$ cat src/rtl/egg_timer_pkg.sv
// Shared types and constants for the egg timer controller and its BCD digit pairs.
package egg_timer_pkg;

   typedef enum logic [2:0] {
      IDLE  = 3'd0,
      RUN   = 3'd1,
      PAUSE = 3'd2,
      ALARM = 3'd3
   } state_t;

   typedef logic [3:0] bcd_t;

   localparam bcd_t SEC_TENS_MAX = 4'd5;
   localparam bcd_t DIGIT_MAX    = 4'd9;

   function automatic bcd_t tens_of(input int unsigned v);
      return bcd_t'(v / 10);
   endfunction

   function automatic bcd_t ones_of(input int unsigned v);
      return bcd_t'(v % 10);
   endfunction

endpackage

$ cat src/rtl/egg_timer_ctrl_if.sv
// Strobe/button inputs and display outputs of the egg timer controller.
interface egg_timer_ctrl_if;
   import egg_timer_pkg::*;

   logic       pulse_1Hz;
   logic       pulse_500Hz;
   logic       btn_start;
   logic       btn_min;
   logic       btn_sec;
   logic       btn_clear;
   bcd_t       min_tens;
   bcd_t       min_ones;
   bcd_t       sec_tens;
   bcd_t       sec_ones;
   logic       running;
   logic       alarm;
   logic       blank;
   logic [2:0] state;

   modport master (
      output pulse_1Hz, pulse_500Hz, btn_start, btn_min, btn_sec, btn_clear,
      input  min_tens, min_ones, sec_tens, sec_ones, running, alarm, blank, state
   );

   modport slave (
      input  pulse_1Hz, pulse_500Hz, btn_start, btn_min, btn_sec, btn_clear,
      output min_tens, min_ones, sec_tens, sec_ones, running, alarm, blank, state
   );

endinterface

$ cat src/rtl/bcd_mod60_digit_pair.sv
// Two-digit BCD register with clear > load > decrement > increment; borrow_c flags a decrement from 00.
module bcd_mod60_digit_pair
   import egg_timer_pkg::*;
#(
   parameter int unsigned TENS_MAX = 5,
   parameter int unsigned WRAP_VAL = 59,
   parameter int unsigned RST_VAL  = 0
) (
   input  logic clk,
   input  logic rst_n,
   input  logic clr,
   input  logic load,
   input  bcd_t load_tens,
   input  bcd_t load_ones,
   input  logic inc,
   input  logic dec,
   output bcd_t tens,
   output bcd_t ones,
   output logic borrow_c
);

   localparam bcd_t WRAP_TENS = tens_of(WRAP_VAL);
   localparam bcd_t WRAP_ONES = ones_of(WRAP_VAL);
   localparam bcd_t TENS_TOP  = bcd_t'(TENS_MAX);

   bcd_t tens_d;
   bcd_t ones_d;

   assign borrow_c = dec && (tens == 4'd0) && (ones == 4'd0);

   always_comb begin
      tens_d = tens;
      ones_d = ones;
      if (clr) begin
         tens_d = 4'd0;
         ones_d = 4'd0;
      end else if (load) begin
         tens_d = load_tens;
         ones_d = load_ones;
      end else if (dec) begin
         if (ones == 4'd0) begin
            ones_d = DIGIT_MAX;
            tens_d = (tens == 4'd0) ? TENS_TOP : tens - 4'd1;
         end else begin
            ones_d = ones - 4'd1;
         end
      end else if (inc) begin
         if (tens == WRAP_TENS && ones == WRAP_ONES) begin
            tens_d = 4'd0;
            ones_d = 4'd0;
         end else if (ones == DIGIT_MAX) begin
            ones_d = 4'd0;
            tens_d = tens + 4'd1;
         end else begin
            ones_d = ones + 4'd1;
         end
      end
   end

   always_ff @(posedge clk or negedge rst_n) begin
      if (!rst_n) begin
         tens <= tens_of(RST_VAL);
         ones <= ones_of(RST_VAL);
      end else begin
         tens <= tens_d;
         ones <= ones_d;
      end
   end

endmodule

$ cat src/rtl/egg_timer_ctrl.sv
// Egg timer set/run/pause/alarm sequencer owning the BCD remaining time.
// Optional alarm auto-timeout: define EGG_ALARM_TIMEOUT_EN.
module egg_timer_ctrl
   import egg_timer_pkg::*;
#(
   parameter int unsigned DEFAULT_MIN = 5,
   parameter int unsigned MAX_MIN     = 59,
   parameter int unsigned ALARM_SECS  = 30,
   parameter int unsigned BLINK_DIV   = 125
) (
   input  logic             CLK100Mhz,
   input  logic             reset_n,
   egg_timer_ctrl_if.slave  bus
);

   localparam int unsigned BLINK_W = $clog2(BLINK_DIV + 1);

   state_t state_q, state_d;
   logic   running_q, alarm_q, blank_q;
   logic   [BLINK_W-1:0] blink_cnt;

   logic   clr_time, load_time, preset_ld, sec_inc, min_inc, sec_dec;
   logic   sec_borrow, min_borrow_unused, timeout_c;
   logic   btn_any, time_zero, time_one;
   bcd_t   mt, mo, st, so;
   bcd_t   pre_mt, pre_mo, pre_st, pre_so;

   assign btn_any   = bus.btn_clear | bus.btn_start | bus.btn_min | bus.btn_sec;
   assign time_zero = (mt == 4'd0) && (mo == 4'd0) && (st == 4'd0) && (so == 4'd0);
   assign time_one  = (mt == 4'd0) && (mo == 4'd0) && (st == 4'd0) && (so == 4'd1);

   // Next state and time-register controls.
   always_comb begin
      state_d   = state_q;
      clr_time  = 1'b0;
      load_time = 1'b0;
      preset_ld = 1'b0;
      sec_inc   = 1'b0;
      min_inc   = 1'b0;
      sec_dec   = 1'b0;
      unique case (state_q)
         IDLE: begin
            if (bus.btn_clear) begin
               clr_time = 1'b1;
            end else if (bus.btn_start) begin
               if (!time_zero) begin
                  preset_ld = 1'b1;
                  state_d   = RUN;
               end
            end else if (bus.btn_min) begin
               min_inc = 1'b1;
            end else if (bus.btn_sec) begin
               sec_inc = 1'b1;
            end
         end
         RUN: begin
            if (bus.btn_clear) begin
               clr_time = 1'b1;
               state_d  = IDLE;
            end else if (time_zero) begin
               // reachable only by pausing on the 00:01 -> 00:00 strobe
               state_d = ALARM;
            end else begin
               sec_dec = bus.pulse_1Hz;
               if (bus.btn_start) begin
                  state_d = PAUSE;
               end else if (bus.pulse_1Hz && time_one) begin
                  state_d = ALARM;
               end
            end
         end
         PAUSE: begin
            if (bus.btn_clear) begin
               clr_time = 1'b1;
               state_d  = IDLE;
            end else if (bus.btn_start) begin
               state_d = RUN;
            end
         end
         ALARM: begin
            if (btn_any || timeout_c) begin
               load_time = 1'b1;
               state_d   = IDLE;
            end
         end
         default: state_d = IDLE;
      endcase
   end

   always_ff @(posedge CLK100Mhz or negedge reset_n) begin
      if (!reset_n) begin
         state_q   <= IDLE;
         running_q <= 1'b0;
         alarm_q   <= 1'b0;
      end else begin
         state_q   <= state_d;
         running_q <= (state_d == RUN);
         alarm_q   <= (state_d == ALARM);
      end
   end

   // Blink divider: restarts on ALARM entry, blank forced low elsewhere.
   always_ff @(posedge CLK100Mhz or negedge reset_n) begin
      if (!reset_n) begin
         blink_cnt <= '0;
         blank_q   <= 1'b0;
      end else if (state_d != ALARM || state_q != ALARM) begin
         blink_cnt <= '0;
         blank_q   <= 1'b0;
      end else if (bus.pulse_500Hz) begin
         if (blink_cnt == BLINK_W'(BLINK_DIV - 1)) begin
            blink_cnt <= '0;
            blank_q   <= ~blank_q;
         end else begin
            blink_cnt <= blink_cnt + BLINK_W'(1);
         end
      end
   end

`ifdef EGG_ALARM_TIMEOUT_EN
   localparam int unsigned ALARM_W = $clog2(ALARM_SECS + 1);
   logic [ALARM_W-1:0] alarm_cnt;

   assign timeout_c = (state_q == ALARM) && bus.pulse_1Hz &&
                      (alarm_cnt == ALARM_W'(ALARM_SECS - 1));

   always_ff @(posedge CLK100Mhz or negedge reset_n) begin
      if (!reset_n) begin
         alarm_cnt <= '0;
      end else if (state_q != ALARM) begin
         alarm_cnt <= '0;
      end else if (bus.pulse_1Hz) begin
         alarm_cnt <= alarm_cnt + ALARM_W'(1);
      end
   end
`else
   // Alarm persists until a button; no timeout counter.
   localparam int unsigned ALARM_SECS_UNUSED = ALARM_SECS;
   assign timeout_c = 1'b0;
`endif

   always_ff @(posedge CLK100Mhz or negedge reset_n) begin
      if (!reset_n) begin
         pre_mt <= tens_of(DEFAULT_MIN);
         pre_mo <= ones_of(DEFAULT_MIN);
         pre_st <= 4'd0;
         pre_so <= 4'd0;
      end else if (preset_ld) begin
         pre_mt <= mt;
         pre_mo <= mo;
         pre_st <= st;
         pre_so <= so;
      end
   end

   bcd_mod60_digit_pair #(
      .TENS_MAX (SEC_TENS_MAX),
      .WRAP_VAL (59),
      .RST_VAL  (0)
   ) u_sec (
      .clk       (CLK100Mhz),
      .rst_n     (reset_n),
      .clr       (clr_time),
      .load      (load_time),
      .load_tens (pre_st),
      .load_ones (pre_so),
      .inc       (sec_inc),
      .dec       (sec_dec),
      .tens      (st),
      .ones      (so),
      .borrow_c  (sec_borrow)
   );

   // Minutes never borrow: ALARM is entered at 00:00.
   bcd_mod60_digit_pair #(
      .TENS_MAX (MAX_MIN / 10),
      .WRAP_VAL (MAX_MIN),
      .RST_VAL  (DEFAULT_MIN)
   ) u_min (
      .clk       (CLK100Mhz),
      .rst_n     (reset_n),
      .clr       (clr_time),
      .load      (load_time),
      .load_tens (pre_mt),
      .load_ones (pre_mo),
      .inc       (min_inc),
      .dec       (sec_dec & sec_borrow),
      .tens      (mt),
      .ones      (mo),
      .borrow_c  (min_borrow_unused)
   );

   assign bus.min_tens = mt;
   assign bus.min_ones = mo;
   assign bus.sec_tens = st;
   assign bus.sec_ones = so;
   assign bus.running  = running_q;
   assign bus.alarm    = alarm_q;
   assign bus.blank    = blank_q;
   assign bus.state    = state_q;

endmodule

$ cat src/flat_wrapper.sv
// flat-port wrapper written by rule: the top's interface ports become plain ports
module egg_timer_ctrl_flat import egg_timer_pkg::*;
#(
   parameter int unsigned DEFAULT_MIN = 5,
   parameter int unsigned MAX_MIN     = 59,
   parameter int unsigned ALARM_SECS  = 30,
   parameter int unsigned BLINK_DIV   = 125
)
  (CLK100Mhz, reset_n, bus_pulse_1Hz, bus_pulse_500Hz, bus_btn_start, bus_btn_min, bus_btn_sec, bus_btn_clear, bus_min_tens, bus_min_ones, bus_sec_tens, bus_sec_ones, bus_running, bus_alarm, bus_blank, bus_state);
  egg_timer_ctrl_if bus_i ();
  input  logic CLK100Mhz;
  input  logic reset_n;
  input wire logic [$bits(bus_i.pulse_1Hz)-1:0] bus_pulse_1Hz;
  input wire logic [$bits(bus_i.pulse_500Hz)-1:0] bus_pulse_500Hz;
  input wire logic [$bits(bus_i.btn_start)-1:0] bus_btn_start;
  input wire logic [$bits(bus_i.btn_min)-1:0] bus_btn_min;
  input wire logic [$bits(bus_i.btn_sec)-1:0] bus_btn_sec;
  input wire logic [$bits(bus_i.btn_clear)-1:0] bus_btn_clear;
  output wire logic [$bits(bus_i.min_tens)-1:0] bus_min_tens;
  output wire logic [$bits(bus_i.min_ones)-1:0] bus_min_ones;
  output wire logic [$bits(bus_i.sec_tens)-1:0] bus_sec_tens;
  output wire logic [$bits(bus_i.sec_ones)-1:0] bus_sec_ones;
  output wire logic [$bits(bus_i.running)-1:0] bus_running;
  output wire logic [$bits(bus_i.alarm)-1:0] bus_alarm;
  output wire logic [$bits(bus_i.blank)-1:0] bus_blank;
  output wire logic [$bits(bus_i.state)-1:0] bus_state;
  assign bus_i.pulse_1Hz = bus_pulse_1Hz;
  assign bus_i.pulse_500Hz = bus_pulse_500Hz;
  assign bus_i.btn_start = bus_btn_start;
  assign bus_i.btn_min = bus_btn_min;
  assign bus_i.btn_sec = bus_btn_sec;
  assign bus_i.btn_clear = bus_btn_clear;
  assign bus_min_tens = bus_i.min_tens;
  assign bus_min_ones = bus_i.min_ones;
  assign bus_sec_tens = bus_i.sec_tens;
  assign bus_sec_ones = bus_i.sec_ones;
  assign bus_running = bus_i.running;
  assign bus_alarm = bus_i.alarm;
  assign bus_blank = bus_i.blank;
  assign bus_state = bus_i.state;
  egg_timer_ctrl #(.DEFAULT_MIN(DEFAULT_MIN), .MAX_MIN(MAX_MIN), .ALARM_SECS(ALARM_SECS), .BLINK_DIV(BLINK_DIV)) u_core (.CLK100Mhz(CLK100Mhz), .reset_n(reset_n), .bus(bus_i));
endmodule
$ cat config.mk
export PLATFORM = sky130hd
export DESIGN_NAME = egg_timer_ctrl_flat
export DESIGN_NICKNAME = d
export VERILOG_FILES = /design/src/rtl/egg_timer_pkg.sv /design/src/rtl/egg_timer_ctrl_if.sv /design/src/rtl/bcd_mod60_digit_pair.sv /design/src/rtl/egg_timer_ctrl.sv /design/src/flat_wrapper.sv
export SDC_FILE = /design/constraint.sdc
export NUM_CORES = 1
export LEC_CHECK = 0
export BUFFER_PORTS_ARGS = -buffer_cell sky130_fd_sc_hd__buf_2
export CAP_MARGIN = 40
export CORE_UTILIZATION = 64
export DETAILED_ROUTE_END_ITERATION = 7
export PLACE_DENSITY = 0.95
export SYNTH_ARGS = -nofsm -noshare
export SYNTH_HDL_FRONTEND = slang
export SYNTH_SLANG_ARGS = --single-unit
$ cat constraint.sdc
create_clock -name CLK100Mhz -period 3.4 [get_ports CLK100Mhz]
set_input_delay 0.34 -clock CLK100Mhz [delete_from_list [all_inputs] [get_ports CLK100Mhz]]
set_output_delay 0.34 -clock CLK100Mhz [all_outputs]
set_load 0.03 [all_outputs]
# Word level (Yosys, flattened, before mapping)
# Cells that the tools add are included.
[op_classes] add_sub_neg=9 n_eq_ne=15 muxes=67 bitwise_logic=5 n_reduce_logical=25
[op_table] op="two-way mux 4 bit" n=30
[op_table] op="two-way mux 3 bit" n=10
[op_table] op="two-way mux 1 bit" n=23
[op_table] op="two-way mux 7 bit" n=3
[op_table] op="adder 4 x 1 -> 4 bit, second input constant" n=4
[op_table] op="logical NOT 4 bit" n=4
[op_table] op="subtractor 4 x 1 -> 4 bit, second input constant" n=4
[op_table] op="case mux 3 bit (4 select lines)" n=1
[op_table] op="nonzero test 5 bit" n=2
[op_table] op="== test 3 x 2 -> 1 bit, second input constant" n=3
[op_table] op="logical AND 1 bit" n=9
[op_table] op="== test 4 x 3 -> 1 bit, second input constant" n=2
[op_table] op="== test 4 bit, second input constant" n=2
[op_table] op="nonzero test 4 bit" n=2
[op_table] op="adder 7 x 1 -> 7 bit, second input constant" n=1
[op_table] op="== test 7 bit, second input constant" n=1
[op_table] op="== test 3 x 1 -> 1 bit, second input constant" n=2
[op_table] op="inequality test 3 x 2 -> 1 bit, second input constant" n=2
[op_table] op="AND reduction 3 bit" n=2
[op_table] op="== test 4 x 1 -> 1 bit, second input constant" n=1
[op_table] op="inequality test 4 x 1 -> 1 bit, second input constant" n=1
[op_table] op="inequality test 4 x 2 -> 1 bit, second input constant" n=1
[op_table] op="nonzero test 2 bit" n=2
[op_table] op="logical NOT 3 bit" n=1
[op_table] op="6 further kinds" n=8
[word_totals] register_bits=45 input_bits=8 out_inout_bits=22

# Depth between registers and ports, before layout
[depth] word_depth=14 ltp_mapped=8 mapped_depth_nobuf=7

# By module
# A second synthesis with hierarchy kept.
[hier_totals] hier_cells=320 hier_area_um2=2972.9
[by_module_without_submodules] module="egg_timer_ctrl" n_inst=1 cells_each=118 area_each_um2=1378.8
[by_module_without_submodules] module="bcd_mod60_digit_pair (u_core.u_min)" n_inst=1 cells_each=101 area_each_um2=798.3
[by_module_without_submodules] module="bcd_mod60_digit_pair (u_core.u_sec)" n_inst=1 cells_each=101 area_each_um2=795.8

# Worst setup path before layout
# OpenSTA, ideal clock, no wires.
[synth_path] path_kind="reg-to-reg" startpoint="register u_core.u_sec.ones[0]" endpoint="register u_core.pre_mo[1]" setup_time_ns=0.125 t_arrival_ns=2.301 required_ns=3.275 path_slack_ns=0.974 stages_incl_launch_ff=9 cell_sequence="dfrtp_1 -> inv_1 -> ha_1 -> nor3b_4 -> nand4_1 -> nand2_1 -> nor3_2 -> buf_2 -> mux2_2"
[synth_via] elab_chain_cells=6
[synth_rtl] item="from (decl)" line_no="bcd_mod60_digit_pair.sv:18" rtl="output bcd_t ones,"
[synth_rtl] item="from (signal assigned)" line_no="bcd_mod60_digit_pair.sv:63" rtl="ones <= ones_of(RST_VAL);"
[synth_rtl] item="from (signal assigned)" line_no="bcd_mod60_digit_pair.sv:66" rtl="ones <= ones_d;"
[synth_rtl] item="logical NOT 4 bit" line_no="egg_timer_ctrl.sv:29" rtl="assign time_zero = (mt == 4'd0) && (mo == 4'd0) && (st == 4'd0) && (so == 4'd0);"
[synth_rtl] item="logical AND 1 bit" line_no="egg_timer_ctrl.sv:29"
[synth_rtl] item="two-way mux 1 bit" line_no="egg_timer_ctrl.sv:46" rtl="if (!time_zero) begin"
[synth_rtl] item="two-way mux 1 bit" line_no="egg_timer_ctrl.sv:45" rtl="end else if (bus.btn_start) begin"
[synth_rtl] item="two-way mux 1 bit" line_no="egg_timer_ctrl.sv:43" rtl="if (bus.btn_clear) begin"
[synth_rtl] item="two-way mux 1 bit" line_no="egg_timer_ctrl.sv:41" rtl="unique case (state_q)"
[synth_rtl] item="to (signal assigned)" line_no="egg_timer_ctrl.sv:145" rtl="pre_mo <= ones_of(DEFAULT_MIN);"
[synth_rtl] item="to (signal assigned)" line_no="egg_timer_ctrl.sv:150" rtl="pre_mo <= mo;"
[synth_rtl] item="to (decl)" line_no="egg_timer_ctrl.sv:26" rtl="bcd_t pre_mt, pre_mo, pre_st, pre_so;"
# Every way passes these cells.
# A chain may end at the register's enable or synchronous reset.

# Worst setup path after layout
[layout_path] startpoint="register u_core.u_min.tens[0]" endpoint="register u_core.u_sec.tens[0]"
[layout_via] elab_chain_cells=10
[layout_rtl] item="from (decl)" line_no="bcd_mod60_digit_pair.sv:17" rtl="output bcd_t tens,"
[layout_rtl] item="from (signal assigned)" line_no="bcd_mod60_digit_pair.sv:62" rtl="tens <= tens_of(RST_VAL);"
[layout_rtl] item="from (signal assigned)" line_no="bcd_mod60_digit_pair.sv:65" rtl="tens <= tens_d;"
[layout_rtl] item="logical NOT 4 bit (*)" line_no="egg_timer_ctrl.sv:29"
[layout_rtl] item="logical AND 1 bit (*) (3 in series)" line_no="egg_timer_ctrl.sv:29"
[layout_rtl] item="two-way mux 1 bit (*)" line_no="egg_timer_ctrl.sv:60" rtl="end else if (time_zero) begin"
[layout_rtl] item="two-way mux 1 bit (*)" line_no="egg_timer_ctrl.sv:57" rtl="if (bus.btn_clear) begin"
[layout_rtl] item="two-way mux 1 bit (*)" line_no="egg_timer_ctrl.sv:41"
[layout_rtl] item="two-way mux 4 bit" line_no="bcd_mod60_digit_pair.sv:40" rtl="end else if (dec) begin"
[layout_rtl] item="two-way mux 4 bit" line_no="bcd_mod60_digit_pair.sv:37" rtl="end else if (load) begin"
[layout_rtl] item="two-way mux 4 bit" line_no="bcd_mod60_digit_pair.sv:34" rtl="if (clr) begin"
[layout_rtl] item="to (signal assigned)" line_no="bcd_mod60_digit_pair.sv:62"
[layout_rtl] item="to (signal assigned)" line_no="bcd_mod60_digit_pair.sv:65"
[layout_rtl] item="to (decl)" line_no="bcd_mod60_digit_pair.sv:17"
# Mark *: on every way between the ends. The rest lies on a longest branch, timed or not.

==> results.yml <==
run_status:
  status: "finished clean"
floorplanning:
  core_mm2: 0.00447
  rows: 24
  io_pins: 30
  start_util_pct: 68.2
  die_x_um: 71.1
  dieArea_mm2: 0.00505
  die_y_um: 71.1
clock_tree:
  cts.sinks: 45
  clkTransAtPathRegs_ps: 80
  numCtsBuffers: 5
  cts_tree: "done"
  holdBufCountCts: 1
  root_buffer: "clkbuf_8"
  insertion_delay_ps: 300
  clk_path_buf_depth: 2
  cts_resized: 0
  cts_max_level: 2
  cts_setup_buffers: 0
synth:
  syn_inst: 316
  synth-seq-cells: 45
  seq_area_frac_synth_pct: 37.1
  syn-num-nets: 339
  ys_top_cells_by_area: "dfrtp_1, mux2_2, ha_1, dfstp_2, o21ai_0"
  synthFlopType: "dfrtp_1"
  synth_edf_count: 0
  yosys.cell_types.count: 71
  syn_area_mm2: 0.00305
  synth_top_area_cell: "dfrtp_1"
  synth.top_cells.by_count: "dfrtp_1, nor2_1, mux2_2, o21ai_0, nand2_1"
  synth_most_common_cell: "dfrtp_1"
  synthArstFlopShare_pct: 100
  syn_area_per_cell_um2: 9.66
  synth_top_cell_area_share_pct: 33.6
  yosysWarnings: 0
drt:
  drc: 0
  wl_mm: 6.63
  vias_per_cell: 6.45
  dr.pass1.iters: 8
  first_iter_violations: 235
  routedWlPerCell_um: 16.9
  drt.antenna.violating_nets: 0
  vias: 2521
global_routing:
  grt_pass1_vias: 2358
  grt_first_pass_wirelength_mm: 11.1
  grt_start_max_net_pins: 27
  overflow: 0
  grt_usage_pct: 27.7
  antenna_found_initial: 0
critical_path:
  reg2reg_from: "u_core.u_min.tens[0]"
  critPathCaptureType: "register"
  timing.rr.end: "u_core.u_sec.tens[0]"
  start_kind: "register"
  reg2reg_slack_ps: 680
  crit_path_start: "u_core.u_min.tens[0]"
  crit_arrival_ps: 2910
  cp.required_ps: 3590
  criticalPathCategory: "register to register"
  crit_end: "u_core.u_sec.tens[0]"
  reg2reg_depth: 7
  worstPathMaxFanout: 11
power:
  p_per_area_mw_per_mm2: 565
  p_leak_nw: 1.44
  vdd_drop_max_v: 0.000275
place:
  place_hpwl_mm: 4.67
  io_buffers: 29
  dpl.cell_count: 382
  gp_congestion: 0.960
timing:
  tightest_slew_ps: 743
  relSlewSlack_pct: 50.5
  slew_viol_final: 0
  setup_viol: 0
  finClkSkew_ps: 2.91
  period_needed_ps: 2720
  fmax_ghz: 0.367
  totalNegativeSetupSlack_ps: 0
  period_share_pct: 80.1
  final_hold_viol_count: 0
  grt_setup_unrepaired: "false"
run:
  drv_cap: 0
finish:
  area_growth_pct: 8.53
  stdcell_count: 391
  layout-drive-gt1-share_pct: 22.7
  n_antenna_cell: 0
  final_nets: 361
worst_hold_path:
  hp-class: "input pin to register"
-- layer usage --
metal | GRT usage (%) | routed length, µm | vias to the layer above
met4 | 8.67 | 101 | 0
met5 | 0 | 0 | -
met1 | 37.3 | 3070 | 1213
li1 | - | - | 1222
met3 | 4.56 | 297 | 15
met2 | 46.2 | 3160 | 71
-- worst min path at each step --
stage | cells after the start | slack (ps) | end | start
final | 3 | 440 | u_core.blink_cnt[1] | bus_pulse_500Hz
after global routing | 3 | 480 | u_core.blink_cnt[0] | bus_pulse_500Hz
after CTS | 3 | 430 | u_core.blink_cnt[1] | bus_pulse_500Hz
after detailed placement | 1 | 320 | u_core.blink_cnt[5] | reset_n
after global placement | 1 | 490 | u_core.pre_so[2] | u_core.pre_so[2]
after floorplan | 0 | 40 | u_core.blink_cnt[0] | reset_n
-- registers in the layout, summed over array words and instances (netlist names) --
register,flops
u_core.blink_cnt,7
u_core.bus.running,1
u_core.bus.state,3
u_core.pre_mo,4
u_core.u_min.tens,4
u_core.u_min.ones,4
u_core.pre_st,4
u_core.u_sec.tens,4
u_core.pre_mt,4
u_core.bus.blank,1
u_core.bus.alarm,1
u_core.pre_so,4
u_core.u_sec.ones,4
-- through the flow --
step | cell area, µm² | power, W | hold WS (ps) | worst slack (ps) | utilization [%]
after global placement | 3180 | 0.00148 | 485 | 863 | 71.1
after floorplan | 3050 | 0.00133 | 44.4 | 974 | -
final | 3310 | 0.00187 | 440 | 676 | 74.0
after detailed placement | 3200 | 0.00151 | 321 | 751 | 71.5
after global routing | 3310 | 0.00198 | 475 | 442 | 74.0
after CTS | 3310 | 0.00187 | 430 | 723 | 74.0
-- placed cells by master (no fill, tap or decap), types with 4 or more instances in the layout --
cell type  count
nor2_1        21
buf_2         29
nor3_1        15
ha_1          15
clkbuf_8       7
o21ai_0       18
xor2_1         7
mux2_2        18
nand3_1        9
dfrtp_1       41
a21oi_1       12
nand2_1       16
dfstp_2        4
nand2b_1       4
o211ai_1       5
nor2b_1        4
inv_1         14
o31ai_1        7
mux2i_1        5
a311oi_1       6
a31oi_1        5
and2_1         4
-- worst max-delay path: stages, from the launching register on --
cell      delay [ps]
dfrtp_1          450
inv_1            140
ha_1             220
nor3b_2          390
nand4_1          510
a311oi_4         590
a311oi_1          80
a22o_1           240
-- area by class of cell --
type,count,area (µm²)
multi-input cells,238,1760
fillers,319,1160
flip-flops and latches,45,1130
repair buffers,34,198
clock buffers,7,96.3
well taps,52,65.1
inverters,14,52.6
clock inverters,1,5.00
-- where the power goes --
| part | switching, W | internal (W) | total, W |
|---|---|---|---|
| sequential | 0.000158 | 0.000671 | 0.000829 |
| clock | 0.000174 | 0.000184 | 0.000357 |
| combinational | 0.000397 | 0.000288 | 0.000685 |
-- cells by family after synthesis --
kind of cell	count (synthesis)	share of synthesized area, %
and+or+nand+nor	102	19.0
buffers and inverters	33	5.13
adders and majority gates	15	6.15
muxes	24	8.77
DFF	45	37.1
AOI/OAI and AO/OA	89	21.8
xor gates and xnor gates	7	2.01
other	1	0.123
Note: power is estimated with default switching activity, not from simulation.
